## src/rtl/ff_bank_universal.sv

```systemverilog
// Purpose : WIDTH-bit flip-flop bank; mode selects D/T/JK/SR/shift-left/shift-right/clear for all bits.
// Latency : one clock edge from sampled inputs to q; qbar and so are combinational from q/mode.
// Backpressure: none; en=0 freezes q and sr_err, which is the only stall mechanism.
//
// Ports:
//   clk     rising-edge clock
//   rst_n   asynchronous active-low reset (q=RESET_VAL, sr_err=0)
//   en      clock enable, 0 holds all state
//   mode    0 HOLD, 1 D, 2 T, 3 JK, 4 SR, 5 SHL, 6 SHR, 7 CLR
//   a       D data / T mask / J / S
//   b       K / R
//   si      serial in: bit 0 on SHL, bit WIDTH-1 on SHR
//   q       register state
//   qbar    ~q
//   so      serial out: q[WIDTH-1] on SHL, q[0] on SHR, else 0
//   sr_err  set when the last enabled edge saw S=R=1 on any bit in SR mode

module ff_bank_universal #(
    parameter int                 WIDTH     = 8,
    parameter logic [WIDTH-1:0]   RESET_VAL = '0
) (
    input  logic             clk,
    input  logic             rst_n,
    input  logic             en,
    input  logic [2:0]       mode,
    input  logic [WIDTH-1:0] a,
    input  logic [WIDTH-1:0] b,
    input  logic             si,
    output logic [WIDTH-1:0] q,
    output logic [WIDTH-1:0] qbar,
    output logic             so,
    output logic             sr_err
);

    typedef enum logic [2:0] {
        MODE_HOLD = 3'd0,
        MODE_D    = 3'd1,
        MODE_T    = 3'd2,
        MODE_JK   = 3'd3,
        MODE_SR   = 3'd4,
        MODE_SHL  = 3'd5,
        MODE_SHR  = 3'd6,
        MODE_CLR  = 3'd7
    } mode_e;

    mode_e            mode_s;
    logic [WIDTH-1:0] q_q;
    logic [WIDTH-1:0] q_d;
    logic             sr_err_q;
    logic             sr_err_d;
    logic [WIDTH-1:0] sr_set;
    logic [WIDTH-1:0] sr_rst;

    assign mode_s = mode_e'(mode);

    // SR: only the one-hot combinations act; S=R=1 falls into neither mask, so that bit holds.
    assign sr_set = a & ~b;
    assign sr_rst = b & ~a;

    always_comb begin
        q_d      = q_q;
        sr_err_d = 1'b0;
        case (mode_s)
            MODE_HOLD: q_d = q_q;
            MODE_D:    q_d = a;
            MODE_T:    q_d = q_q ^ a;
            // Characteristic equation Q+ = J&~Q | ~K&Q covers hold/reset/set/toggle.
            MODE_JK:   q_d = (a & ~q_q) | (~b & q_q);
            MODE_SR: begin
                q_d      = sr_set | (q_q & ~sr_rst);
                sr_err_d = |(a & b);
            end
            MODE_SHL:  q_d = {q_q[WIDTH-2:0], si};
            MODE_SHR:  q_d = {si, q_q[WIDTH-1:1]};
            MODE_CLR:  q_d = RESET_VAL;
            default:   q_d = q_q;
        endcase
    end

    always_ff @(posedge clk or negedge rst_n) begin
        if (!rst_n) begin
            q_q      <= RESET_VAL;
            sr_err_q <= 1'b0;
        end else if (en) begin
            q_q      <= q_d;
            sr_err_q <= sr_err_d;
        end
    end

    // so depends only on current q and mode, never on si, so tying si=so cannot loop.
    always_comb begin
        so = 1'b0;
        case (mode_s)
            MODE_SHL: so = q_q[WIDTH-1];
            MODE_SHR: so = q_q[0];
            default:  so = 1'b0;
        endcase
    end

    assign q      = q_q;
    assign qbar   = ~q_q;
    assign sr_err = sr_err_q;

endmodule

```

## config.mk

```make
export PLATFORM = sky130hd
export DESIGN_NAME = ff_bank_universal
export DESIGN_NICKNAME = d
export VERILOG_FILES = /design/src/rtl/ff_bank_universal.sv
export SDC_FILE = /design/constraint.sdc
export NUM_CORES = 1
export LEC_CHECK = 0
export BUFFER_PORTS_ARGS = -buffer_cell sky130_fd_sc_hd__buf_4
export CAP_MARGIN = 15
export CORE_ASPECT_RATIO = 0.7
export CORE_MARGIN = 8
export CORE_UTILIZATION = 49
export DETAILED_ROUTE_END_ITERATION = 6
export PLACE_DENSITY = 0.8
export SLEW_MARGIN = 20
export SYNTH_ARGS = -nofsm -noshare
export SYNTH_HDL_FRONTEND = slang
export SYNTH_SLANG_ARGS = --single-unit
```

## constraint.sdc

```tcl
create_clock -name clk -period 1.7 [get_ports clk]
set_clock_uncertainty 0.2 [all_clocks]
set_input_delay 0.34 -clock clk [delete_from_list [all_inputs] [get_ports clk]]
set_output_delay 0.34 -clock clk [all_outputs]
set_load 0.02 [all_outputs]
```

==> results.toml <==
[final_layout]
commonest_non_fill_non_tap_cells_in_the_layout = "sky130_fd_sc_hd__buf_4 (47), sky130_fd_sc_hd__o21ai_0 (24), sky130_fd_sc_hd__nand2_1 (18)"
most_frequent_standard_cell_in_the_layout_excluding_fill_and_tap_cells = "sky130_fd_sc_hd__buf_4"
fin_cells = 223
fill_cells = 188
layout-drive-gt1-share = 0.377
post-route-cell-area_mm2 = 0.00147
diodes = 0
reg_area_um2 = 228
final_net_count = 215
multi_input_comb_area_um2 = 763
areaGrowthSynthToFinish_pct = 34.8

[critical_path]
worstPathRequired_ps = 1160
start_kind = "register"
max_stage_delay_ps = 420
path_buf_inv = 2
crit_chain = "inv_2 -> o22ai_2 -> and2_1 -> buf_6"
crit_path_max_fanout = 2
cp_top_family = "flip-flops"
cp_endpoint_kind = "primary output"
timing.reg2reg.setup_slack_ps = 150
critical_path_class = "register to primary output"
crit_path_top_delay_cell = "sky130_fd_sc_hd__dfrtp_2"
worst-endpoint-arrival_ps = 1150

[synthesis]
postSynthRegisterBits = 9
ys_seq_area_frac = 0.207
synthesis.instances = 148
yosysWarningCount = 0
postSynthNetCount = 171
synthesis.area_mm2 = 0.00109
synth_area_per_cell_um2 = 7.35
synth_cell_types = 25

[pwr]
ratio_of_total_power_to_cell_area_mw_per_mm2 = 641
finalPower_uw = 939
cellLeakagePower_nw = 0.590
largest_vdd_supply_drop_uv = 346

[timing]
max_slew_violation_total_from_the_final_report = 0
finalCriticalPeriod_ps = 1690
fmax_mhz = 593
timing.max_slew.rel_slack = 0.749
worst_slew_pin_slew_ps = 377
setup_viol = 0
fin_crit_sh = 0.991
timing.final.hold_violations = 0
fin_worst_hold_slack_ps = 155

[floorplanning]
rows = 14
floorplan.die.height_um = 55.4
design.portCount = 41
dieWidth_um = 72.3
floorplan.initialDensity = 0.513
core_region_area_mm2 = 0.00212
design.die.area_mm2 = 0.00401

[clocking]
tritoncts.num_buffers = 3
clk_path_buf_depth = 2
clkSlewWorstSetupHoldPaths_ps = 70
tritoncts = "built"
cts_max_level = 1
clock_tree.root_cell = "sky130_fd_sc_hd__clkbuf_4"
tritoncts_num_sinks = 9
worstSkewPairLatency_ps = 280

[routing]
routed_via_density = 6.01
drt_drc_violations_left = 0
initialDrtViolationCount = 118
first_pass_iteration_count_of_the_detailed_router = 4
detail_route.wirelength_mm = 3.63
routedWlPerCell_um = 16.3
route.vias.total = 1341
final_antenna_net_count = 0

[global_route]
track_usage = 0.175
via_count_of_the_first_global_routing_pass = 1319
grt_overflow_total = 0
grt_start_max_net_pins = 31
grt_first_pass_wirelength_mm = 5.79
grt_antenna_before_repair = 0

[placement]
hpwl_mm = 2.73
placement.cell_area_mm2 = 0.00140
placement.io_buffers = 40
dp.cells = 216
gp_congestion = 0.917

[job]
timing.max_cap.violations = 0

[worst_hold_path]
hold_path_class = "input pin to register"

[outcome]
run_status = "finished, final reports clean"
logic make-up after synthesis:
kind of cell	synth area share
AOI/OAI and AO/OA	0.470
DFF	0.207
and+or+nand+nor	0.227
buffers and inverters	0.0967
worst register-to-register path, stage by stage (launching register included):
cell,delay [ps]
sky130_fd_sc_hd__dfrtp_2,410
sky130_fd_sc_hd__buf_4,160
sky130_fd_sc_hd__nor2b_1,100
sky130_fd_sc_hd__o21ai_0,110
sky130_fd_sc_hd__a311oi_1,370
sky130_fd_sc_hd__a211oi_2,80
per-layer routing:
layer	track usage	wire length [um]
met4	0.0464	48
met3	0.0629	343
met5	0	0
met2	0.289	1670
met1	0.208	1570
final cells by class:
type / instances / area share
repair buffers: 49 / 0.255
multi-input cells: 120 / 0.521
inverters: 9 / 0.0231
clock buffers: 4 / 0.0179
flip-flops and latches: 9 / 0.155
well taps: 32 / 0.0273
Yosys cell counts:
master	instances	area, um2
sky130_fd_sc_hd__buf_6	3	33.8
sky130_fd_sc_hd__o22ai_1	9	56.3
sky130_fd_sc_hd__buf_2	3	15.0
sky130_fd_sc_hd__o21ai_0	24	120
sky130_fd_sc_hd__or2_1	1	6.26
sky130_fd_sc_hd__nor2_2	5	31.3
sky130_fd_sc_hd__nand2b_1	1	6.26
sky130_fd_sc_hd__a211oi_1	8	60.1
sky130_fd_sc_hd__o32ai_1	1	8.76
sky130_fd_sc_hd__a31oi_1	8	50.1
sky130_fd_sc_hd__nor2_1	12	45.0
sky130_fd_sc_hd__o21a_4	1	15.0
sky130_fd_sc_hd__clkbuf_1	2	7.51
sky130_fd_sc_hd__nor2b_1	8	50.1
sky130_fd_sc_hd__a311oi_1	8	70.1
sky130_fd_sc_hd__and2_1	1	6.26
sky130_fd_sc_hd__dfrtp_1	9	225
sky130_fd_sc_hd__nand3b_2	1	11.3
sky130_fd_sc_hd__inv_1	9	33.8
sky130_fd_sc_hd__a22oi_1	4	30.0
sky130_fd_sc_hd__and4_1	1	8.76
sky130_fd_sc_hd__nand2b_4	1	13.8
sky130_fd_sc_hd__a211oi_2	8	100
sky130_fd_sc_hd__buf_4	2	15.0
sky130_fd_sc_hd__nand2_1	18	67.6
metrics by stage:
| stage | util | TNS (ps) | setup slack (ps) |
|---|---|---|---|
| 4_1_cts | 0.687 | 0 | 7.82 |
| 3_3_place_gp | 0.661 | 0 | 28.1 |
| 3_5_place_dp | 0.661 | 0 | 29.7 |
| 5_1_grt | 0.691 | -16.7 | -16.7 |
| 2_1_floorplan | - | 0 | 36.9 |
| 6_report | 0.691 | 0 | 14.7 |
report_power, final:
group          total [mW]  internal (mW)  switching [mW]
logic               0.479          0.209           0.270
registers           0.277          0.240          0.0375
clock network       0.182         0.0914          0.0911
total               0.939          0.540           0.398
sequential cells by signal (all words and copies together), names as in the netlist:
name	flops
sr_err	1
q	8
final timing paths:
check                           startpoint      to  depth (start not counted)
worst min register to register      sr_err  sr_err                          2
max in group asynchronous            rst_n    q[7]                          2
worst max-delay path                  q[0]      so                          4
min in group asynchronous            rst_n    q[3]                          2
worst max register to register        q[7]    q[7]                          5
worst min-delay path                    en  sr_err                          2
what timing repair did:
item / 4_1_cts / 5_1_grt
hold buffers: 1 / 0
gates resized for setup: 2 / 4
setup endpoints to repair: 1 / 1
pin swaps: 0 / 1
endpoints found under the hold margin: 9 / 0
buffers inserted: 2 / 0
Power figures use the tool's default switching activity.
